<file path="src/rtl/decode_stage.sv">
// decode_stage: RV32/RV64 base (+optional M) instruction decoder with registered
// output and a skid entry, plus a saturating count of delivered illegal instructions.
module decode_stage #(
  parameter int XLEN     = 32,
  parameter int ENABLE_M = 0,
  parameter int CNT_W    = 16
) (
  input  logic             clk,
  input  logic             rst_n,
  input  logic             flush,
  input  logic             in_valid,
  output logic             in_ready,
  input  logic [31:0]      in_instr,
  input  logic [XLEN-1:0]  in_pc,
  output logic             out_valid,
  input  logic             out_ready,
  output logic [XLEN-1:0]  out_pc,
  output logic [XLEN-1:0]  out_imm,
  output logic [4:0]       out_rs1,
  output logic [4:0]       out_rs2,
  output logic [4:0]       out_rd,
  output logic             out_reg_we,
  output logic             out_alu_src,
  output logic             out_mem_we,
  output logic             out_pc_is_jmp,
  output logic             out_alu_not,
  output logic             out_illegal,
  output logic [1:0]       out_reg_sel_data_in,
  output logic [4:0]       out_alu_func,
  output logic [1:0]       out_mem_func_in,
  output logic [2:0]       out_mem_func_out,
  output logic [1:0]       out_pc_is_branch,
  output logic [CNT_W-1:0] illegal_count
);
  localparam logic [6:0] OP = 7'b0110011, OP_IMM = 7'b0010011, LOAD = 7'b0000011;
  localparam logic [6:0] STORE = 7'b0100011, BRANCH = 7'b1100011, JAL = 7'b1101111;
  localparam logic [6:0] JALR = 7'b1100111, LUI = 7'b0110111, AUIPC = 7'b0010111;
  localparam logic [4:0] ALU_ADD = 5'b00000, ALU_SUB = 5'b01000;
  localparam logic [4:0] ALU_SLT = 5'b00010, ALU_SLTU = 5'b00011;

  typedef struct packed {
    logic [XLEN-1:0] pc;
    logic [XLEN-1:0] imm;
    logic [4:0]      rs1;
    logic [4:0]      rs2;
    logic [4:0]      rd;
    logic            reg_we;
    logic            alu_src;
    logic            mem_we;
    logic            pc_is_jmp;
    logic            alu_not;
    logic            illegal;
    logic [1:0]      sel;
    logic [4:0]      alu_func;
    logic [1:0]      mem_in;
    logic [2:0]      mem_out;
    logic [1:0]      br;
  } pay_t;

  pay_t             w_dec, r_out, r_skid;
  logic [31:0]      w_imm;
  logic [2:0]       w_f3;
  logic [6:0]       w_f7;
  logic             w_m, w_ill, w_in_fire, w_out_fire;
  logic             r_out_valid, r_skid_valid, r_in_ready;
  logic [CNT_W-1:0] r_cnt;

  assign w_f3 = in_instr[14:12];
  assign w_f7 = in_instr[31:25];
  assign w_m  = (ENABLE_M != 0) && (w_f7 == 7'b0000001);

  always_comb begin
    w_dec = '0;
    w_imm = '0;
    w_ill = 1'b0;
    w_dec.rs1 = in_instr[19:15];
    w_dec.rs2 = in_instr[24:20];
    w_dec.rd  = in_instr[11:7];
    case (in_instr[6:0])
      OP: begin
        w_ill = !(w_m || w_f7 == 7'b0000000 ||
                  (w_f7 == 7'b0100000 && (w_f3 == 3'b000 || w_f3 == 3'b101)));
        w_dec.reg_we   = 1'b1;
        w_dec.alu_func = w_m ? {2'b10, w_f3} : {1'b0, in_instr[30], w_f3};
      end
      OP_IMM: begin
        w_imm = {{20{in_instr[31]}}, in_instr[31:20]};
        w_dec.reg_we   = 1'b1;
        w_dec.alu_src  = 1'b1;
        w_dec.alu_func = {1'b0, w_f3 == 3'b101 && in_instr[30], w_f3};
      end
      LOAD: begin
        w_ill = w_f3 == 3'b111 || (XLEN == 32 && (w_f3 == 3'b011 || w_f3 == 3'b110));
        w_imm = {{20{in_instr[31]}}, in_instr[31:20]};
        w_dec.reg_we  = 1'b1;
        w_dec.alu_src = 1'b1;
        w_dec.sel     = 2'b01;
        w_dec.mem_out = w_f3;
      end
      STORE: begin
        w_ill = w_f3 > 3'b010;
        w_imm = {{20{in_instr[31]}}, in_instr[31:25], in_instr[11:7]};
        w_dec.mem_we  = 1'b1;
        w_dec.alu_src = 1'b1;
        w_dec.mem_in  = w_f3[1:0];
      end
      BRANCH: begin
        w_ill = w_f3[2:1] == 2'b01;
        w_imm = {{19{in_instr[31]}}, in_instr[31], in_instr[7], in_instr[30:25], in_instr[11:8], 1'b0};
        w_dec.pc_is_jmp = 1'b1;
        w_dec.alu_func  = w_f3[2] ? (w_f3[1] ? ALU_SLTU : ALU_SLT) : ALU_SUB;
        w_dec.alu_not   = ~(w_f3[2] ^ w_f3[0]);
      end
      JAL: begin
        w_imm = {{11{in_instr[31]}}, in_instr[31], in_instr[19:12], in_instr[20], in_instr[30:21], 1'b0};
        w_dec.reg_we = 1'b1;
        w_dec.sel    = 2'b10;
        w_dec.br     = 2'b01;
      end
      JALR: begin
        w_imm = {{20{in_instr[31]}}, in_instr[31:20]};
        w_dec.reg_we  = 1'b1;
        w_dec.alu_src = 1'b1;
        w_dec.sel     = 2'b10;
        w_dec.br      = 2'b10;
      end
      LUI, AUIPC: begin
        w_imm = {in_instr[31:12], 12'b0};
        w_dec.reg_we  = 1'b1;
        w_dec.alu_src = 1'b1;
        w_dec.sel     = in_instr[5] ? 2'b00 : 2'b11;
      end
      default: w_ill = 1'b1;
    endcase
    w_dec.alu_func = w_ill ? ALU_ADD : w_dec.alu_func;
    w_dec.imm = XLEN'(signed'(w_imm));
    if (w_ill) begin
      w_dec = '0;
      w_dec.illegal = 1'b1;
    end
    w_dec.pc = in_pc;
  end

  assign w_in_fire  = in_valid && r_in_ready;
  assign w_out_fire = r_out_valid && out_ready;

  // in_ready mirrors skid emptiness; a stalled output with a new input parks it in the skid
  always_ff @(posedge clk or negedge rst_n) begin
    if (!rst_n) begin
      r_out        <= '0;
      r_skid       <= '0;
      r_out_valid  <= 1'b0;
      r_skid_valid <= 1'b0;
      r_in_ready   <= 1'b0;
      r_cnt        <= '0;
    end else begin
      if (w_out_fire && r_out.illegal && r_cnt != '1) r_cnt <= r_cnt + CNT_W'(1);
      if (flush) begin
        r_out_valid  <= 1'b0;
        r_skid_valid <= 1'b0;
        r_in_ready   <= 1'b1;
      end else if (!r_out_valid || out_ready) begin
        r_out_valid  <= r_skid_valid || w_in_fire;
        r_out        <= r_skid_valid ? r_skid : (w_in_fire ? w_dec : r_out);
        r_skid_valid <= 1'b0;
        r_in_ready   <= 1'b1;
      end else if (w_in_fire) begin
        r_skid       <= w_dec;
        r_skid_valid <= 1'b1;
        r_in_ready   <= 1'b0;
      end
    end
  end

  assign in_ready            = r_in_ready;
  assign out_valid           = r_out_valid;
  assign out_pc              = r_out.pc;
  assign out_imm             = r_out.imm;
  assign out_rs1             = r_out.rs1;
  assign out_rs2             = r_out.rs2;
  assign out_rd              = r_out.rd;
  assign out_reg_we          = r_out.reg_we;
  assign out_alu_src         = r_out.alu_src;
  assign out_mem_we          = r_out.mem_we;
  assign out_pc_is_jmp       = r_out.pc_is_jmp;
  assign out_alu_not         = r_out.alu_not;
  assign out_illegal         = r_out.illegal;
  assign out_reg_sel_data_in = r_out.sel;
  assign out_alu_func        = r_out.alu_func;
  assign out_mem_func_in     = r_out.mem_in;
  assign out_mem_func_out    = r_out.mem_out;
  assign out_pc_is_branch    = r_out.br;
  assign illegal_count       = r_cnt;
endmodule

</file>
<file path="config.mk">
export PLATFORM = sky130hd
export DESIGN_NAME = decode_stage
export DESIGN_NICKNAME = d
export VERILOG_FILES = /design/src/rtl/decode_stage.sv
export SDC_FILE = /design/constraint.sdc
export NUM_CORES = 1
export LEC_CHECK = 0
export ABC_AREA = 1
export CORE_MARGIN = 4
export CORE_UTILIZATION = 45
export DETAILED_ROUTE_END_ITERATION = 10
export GPL_TIMING_DRIVEN = 0
export HOLD_SLACK_MARGIN = 0.1
export PLACE_DENSITY = 0.74
export SYNTH_ARGS = -nofsm -noshare
export SYNTH_HDL_FRONTEND = slang
export SYNTH_SLANG_ARGS = --single-unit
</file>
<file path="constraint.sdc">
create_clock -name clk -period 4.4 [get_ports clk]
set_input_delay 0.88 -clock clk [delete_from_list [all_inputs] [get_ports clk]]
set_output_delay 0.88 -clock clk [all_outputs]
set_load 0.1 [all_outputs]
</file>
# After elaboration in Yosys (flattened, before gate mapping)
# Cells that the tools add are included.
# word_totals
output_inout_bits	117
ff_bits	217
romBits	0
elab_cells	110
mem_bits_rw	0
n_memories	0
latch_bits	0
# classes
reduce_logical	27
bitwise_logic	4
n_div	0
shift	0
muxes	25
order_cmp	1
mul	0
n_eq_ne	16
add_sub_neg	1
# op_table
cell	n
$mux W99	2
$pmux W32 S5	1
$mux W67	1
$eq A7 B6 Y1 const B	4
$eq A7 B7 Y1 const B	3
$add A16 B1 Y16 const B	1
$ne A16 B16 Y1 const B	1
$eq A7 B5 Y1 const B	2
$mux W1	12
$pmux W4 S3	1
$eq A3 B3 Y1 const B	3
$eq A7 B2 Y1 const B	1
$logic_not A7 Y1	1
$reduce_or A7 Y1	1
$logic_and A1 B1 Y1	6
$logic_or A1 B1 Y1	6
$mux W2	3
$pmux W2 S3	1
$reduce_and A3 Y1	2
$reduce_or A6 Y1	1
$pmux W1 S5	1
$reduce_or A5 Y1	1
$mux W4	1
$pmux W2 S2	1
other kinds (12)	17

# Depth between registers and ports, before layout
# logic_depth
ltp_word	9
mapped_depth	15
mapped_depth_nobuf	13

# Least setup slack after synthesis
# Ideal clock, no wire load.
# synth_path
path_kind	register to register
start	register r_out_valid, in the netlist out_valid
end	register r_skid[67] (netlist name)
slack_ps	2094
arrival_time_ps	2176
setup_time_ps	130
stages_incl_launch_ff	13
cell_sequence	dfrtp_1 -> inv_1 -> nor2_1 -> inv_1 -> nor2_1 -> inv_2 -> nor2_2 -> inv_2 -> buf_2 -> buf_2 -> buf_2 -> nand2_1 -> o21ai_0
# synth_between
elab_chain_cells	4
# synth_rtl
element	line_no	source
start: declaration	65	logic r_out_valid, r_skid_valid, r_in_ready;
start signal: assignment	163	r_out_valid <= r_skid_valid || w_in_fire;
$logic_not A1 Y1	162	end else if (!r_out_valid || out_ready) begin
$logic_or A1 B1 Y1	162	
$not A1 Y1 (no source line)	n/a	
$reduce_and A3 Y1 (no source line)	n/a	
end signal: assignment	168	r_skid <= w_dec;
end: declaration	60	pay_t w_dec, r_out, r_skid;
# Every way passes these cells.
# A chain may end at the register's enable or synchronous reset.

# Worst setup path in the final report
# layout_path
start	register r_cnt[8], in the netlist illegal_count[8]
end	output illegal_count[8]
# layout_lines
element	line_no	source
start: declaration	66	logic [CNT_W-1:0] r_cnt;
start signal: assignment	157	if (w_out_fire && r_out.illegal && r_cnt != '1) r_cnt <= r_cnt + CNT_W'(1);
end: declaration	33	output logic [CNT_W-1:0] illegal_count
# No word-level cell between the ends.

==> impl_metrics.env <==
export IMPL_outcome="finished, final reports clean"
export IMPL_die_w_um=159
export IMPL_crit_path_end_kind="output port"
export IMPL_detail_route_wl_per_cell_um=16.0
export IMPL_hold_class="input port to async pin"
export IMPL_cts_sink_count=215
export IMPL_initial_cell_density_of_the_core_pct=45.6
export IMPL_grt_first_pass_wirelength_um=48600
export IMPL_maxCapViolCount=0
export IMPL_cpLargestDelayFamily="buffers and inverters"
export IMPL_number_of_antenna_violations_at_the_first_check_in_global_routing=1
export IMPL_report_power_total_uw=6380
export IMPL_detailroute_via_count=9557
export IMPL_finalInstanceArea_mm2=0.0134
export IMPL_detailroute_wirelength_met2_um=13900
export IMPL_hpwl_um=21500
export IMPL_num_nets_final=1634
export IMPL_gp_congestion=0.903
export IMPL_synth_yosys_warnings=0
export IMPL_post_synth_inst_count=1354
export IMPL_worst_clock_skew_ps=7.91
export IMPL_cts_setup_buffers=0
export IMPL_io_pin_count=186
export IMPL_ctsHtreeMaxLevel=1
export IMPL_first_iter_violations=709
export IMPL_setup_viol=0
export IMPL_pin_count_of_the_biggest_net_entering_global_routing=127
export IMPL_worst_ep_required_time_ps=3520
export IMPL_tritoncts="done"
export IMPL_area_post_placement_mm2=0.0125
export IMPL_hold_violations=0
export IMPL_die_h_um=159
export IMPL_routed_top_layer="met5"
export IMPL_total_leakage_power_uw=0.00699
export IMPL_period_needed_ps=3000
export IMPL_postCtsResizedCells=0
export IMPL_drcViolationCount=0
export IMPL_rsz0062_at_grt="no"
export IMPL_r2r_cells=10
export IMPL_synth_ff_latch_count=215
export IMPL_worst_setup_path_type="flop to output port"
export IMPL_cts_root_to_sink_buffers=3
export IMPL_path_depth=1
export IMPL_detailedRoute_firstPassIterationCount=5
export IMPL_first_global_vias=9378
export IMPL_worst_path_buf_inv=1
export IMPL_core_rowCount=55
export IMPL_fmax_mhz=333
export IMPL_wl_met3_um=2050
export IMPL_syn_avg_cell_area_um2=7.60
export IMPL_seq_area_frac_synth_pct=52.3
export IMPL_report_final_slew_viol_count=0
export IMPL_drive_above_1_share_pct=5.82
export IMPL_vdd_ir_drop_max_v=0.000246
export IMPL_via_density=5.12
export IMPL_cpPeakStageDelay_ps=1170
export IMPL_cts_made_buffers=24
export IMPL_synth_distinct_cells=34
export IMPL_layout_worst_path_cycle_share_pct=68.2
export IMPL_critPathMaxFanout=6
export IMPL_cp_startpoint="illegal_count[8]$_DFFE_PN0P_"
export IMPL_power_density_mw_per_mm2=477
export IMPL_timing_critical_path_cells="clkdlybuf4s50_1"
export IMPL_worst_r2r_endpoint="out_alu_func[2]$_DFFE_PN0P_"
export IMPL_area_delta_synth_final_pct=30.0
export IMPL_critPathSlowestCell="clkdlybuf4s50_1"
export IMPL_ff2ff_setup_slack_ps=1880
export IMPL_port_buffers=183
export IMPL_core_mm2=0.0226
export IMPL_mappedNetlistArea_mm2=0.0103
export IMPL_timing_worst_slew_pin_value_ps=1050
export IMPL_clk_root_buffer_cell="clkbuf_16"
export IMPL_antenna_cells_inserted=0
export IMPL_cts_hold_repair_buffers=0
export IMPL_clock_insertion_delay_worst_skew_ps=510
export IMPL_die_area_mm2=0.0254
export IMPL_worstReg2RegStart="r_skid_valid$_DFFE_PN0P_"
export IMPL_syn_num_nets=1424
export IMPL_gr_usage_total_pct=23.1
export IMPL_gr_total_overflow=0
export IMPL_drt_total_wl_um=29800
export IMPL_start_kind="flop"
export IMPL_ant_nets=0
export IMPL_clk_pin_slew_ps=60
export IMPL_met1Wirelength_um=13300
export IMPL_cp_arrival_ps=2120
export IMPL_max_slew_margin_pct=30.0
-- kinds of logic after synthesis --
group | synth area share, %
xor+xnor | 1.28
other cells | 0.0364
fa+ha+maj | 0.122
compound gates | 10.4
flops | 52.3
simple gates | 29.4
buf+inv | 6.48
-- power by group --
group | total (uW) | internal, uW | switching [uW]
Sequential | 2340 | 2200 | 137
Clock | 2180 | 1370 | 816
Combinational | 1860 | 439 | 1420
-- per-stage QoR --
stage / utilization (%) / TNS, ps / worst slack (ps) / std cells / hold slack (ps)
6_report: 59.3 / 0 / 1400 / 1867 / 365
5_1_grt: 59.3 / 0 / 1320 / 1867 / 425
4_1_cts: 59.3 / 0 / 1360 / 1867 / 408
3_5_place_dp: 55.4 / 0 / 1050 / 1823 / 464
3_3_place_gp: 55.3 / -1420970 / -6630 / 1822 / 462
2_1_floorplan: - / 0 / 2090 / 1354 / 448
-- cell type report --
| class | instances | area (um^2) |
|---|---|---|
| Buffer | 75 | 348 |
| Clock buffer | 32 | 672 |
| Clock inverter | 12 | 194 |
| Fill cell | 2064 | 9190 |
| Inverter | 85 | 319 |
| Multi-Input combinational cell | 979 | 4250 |
| Sequential cell | 215 | 5380 |
| Tap cell | 285 | 357 |
| Timing Repair Buffer | 184 | 1860 |
-- cells in the mapped netlist --
master	count	area (um^2)
a21boi_1	6	45.0
a21oi_1	14	70.1
a22oi_1	1	7.51
a31oi_1	1	6.26
buf_1	4	15.0
buf_2	13	65.1
buf_4	1	7.51
buf_6	6	67.6
clkbuf_1	50	188
clkbuf_2	1	5.00
conb_1	1	3.75
dfrtp_1	215	5380
ha_1	1	12.5
inv_1	77	289
inv_2	8	30.0
nand2_1	523	1960
nand2_2	7	43.8
nand2_4	1	11.3
nand3_1	45	225
nand3b_1	1	7.51
nand4_1	11	68.8
nor2_1	144	541
nor2_2	4	25.0
nor2_4	3	33.8
nor2_8	1	20.0
nor3_1	10	50.1
o211ai_1	7	52.6
o21a_1	1	7.51
o21ai_0	116	581
o21ai_1	59	295
o22ai_1	1	6.26
or2_2	6	37.5
xnor2_1	2	17.5
xor2_1	13	114
-- per-layer routing --
metal,up-vias,GRT usage (%)
met5,-,0
met4,2,6.11
met3,45,4.01
met2,333,37.2
met1,4491,32.8
li1,4686,-
-- layout by cell type (no fill, tap or decap), drive strengths merged --
cell type and n:
clkinv 5, a21boi 6, a21oi 14, o21ai 175, dfrtp 215, nand2 531
a22oi 1, clkdlybuf4s50 182, nand3b 1, nor3 10, xor2 13, ha 1
o211ai 7, a31oi 1, buf 26, clkinvlp 2, or2 6, nand4 11
nand3 45, bufinv 5, conb 1, o21a 1, clkbuf 83, xnor2 2
inv 85, o22ai 1, nor2 152
-- how the worst max path moves through the flow --
stage | slack, ps | to
2_1_floorplan | 2090 | r_skid[67]$_DFFE_PN0P_
3_3_place_gp | -6630 | illegal_count[3]$_DFFE_PN0P_
3_5_place_dp | 1050 | out_alu_func[2]$_DFFE_PN0P_
4_1_cts | 1360 | illegal_count[8]
5_1_grt | 1320 | illegal_count[8]
6_report | 1400 | illegal_count[8]
-- sequential cells by signal (all words and copies together), names as in the netlist, 3 cells and up --
register	cells
out_rs1	5
out_mem_func_out	3
r_skid	98
out_imm	32
illegal_count	16
out_alu_func	4
out_pc	32
out_rs2	5
out_rd	5
No activity file was read; power rests on OpenSTA's default activity.
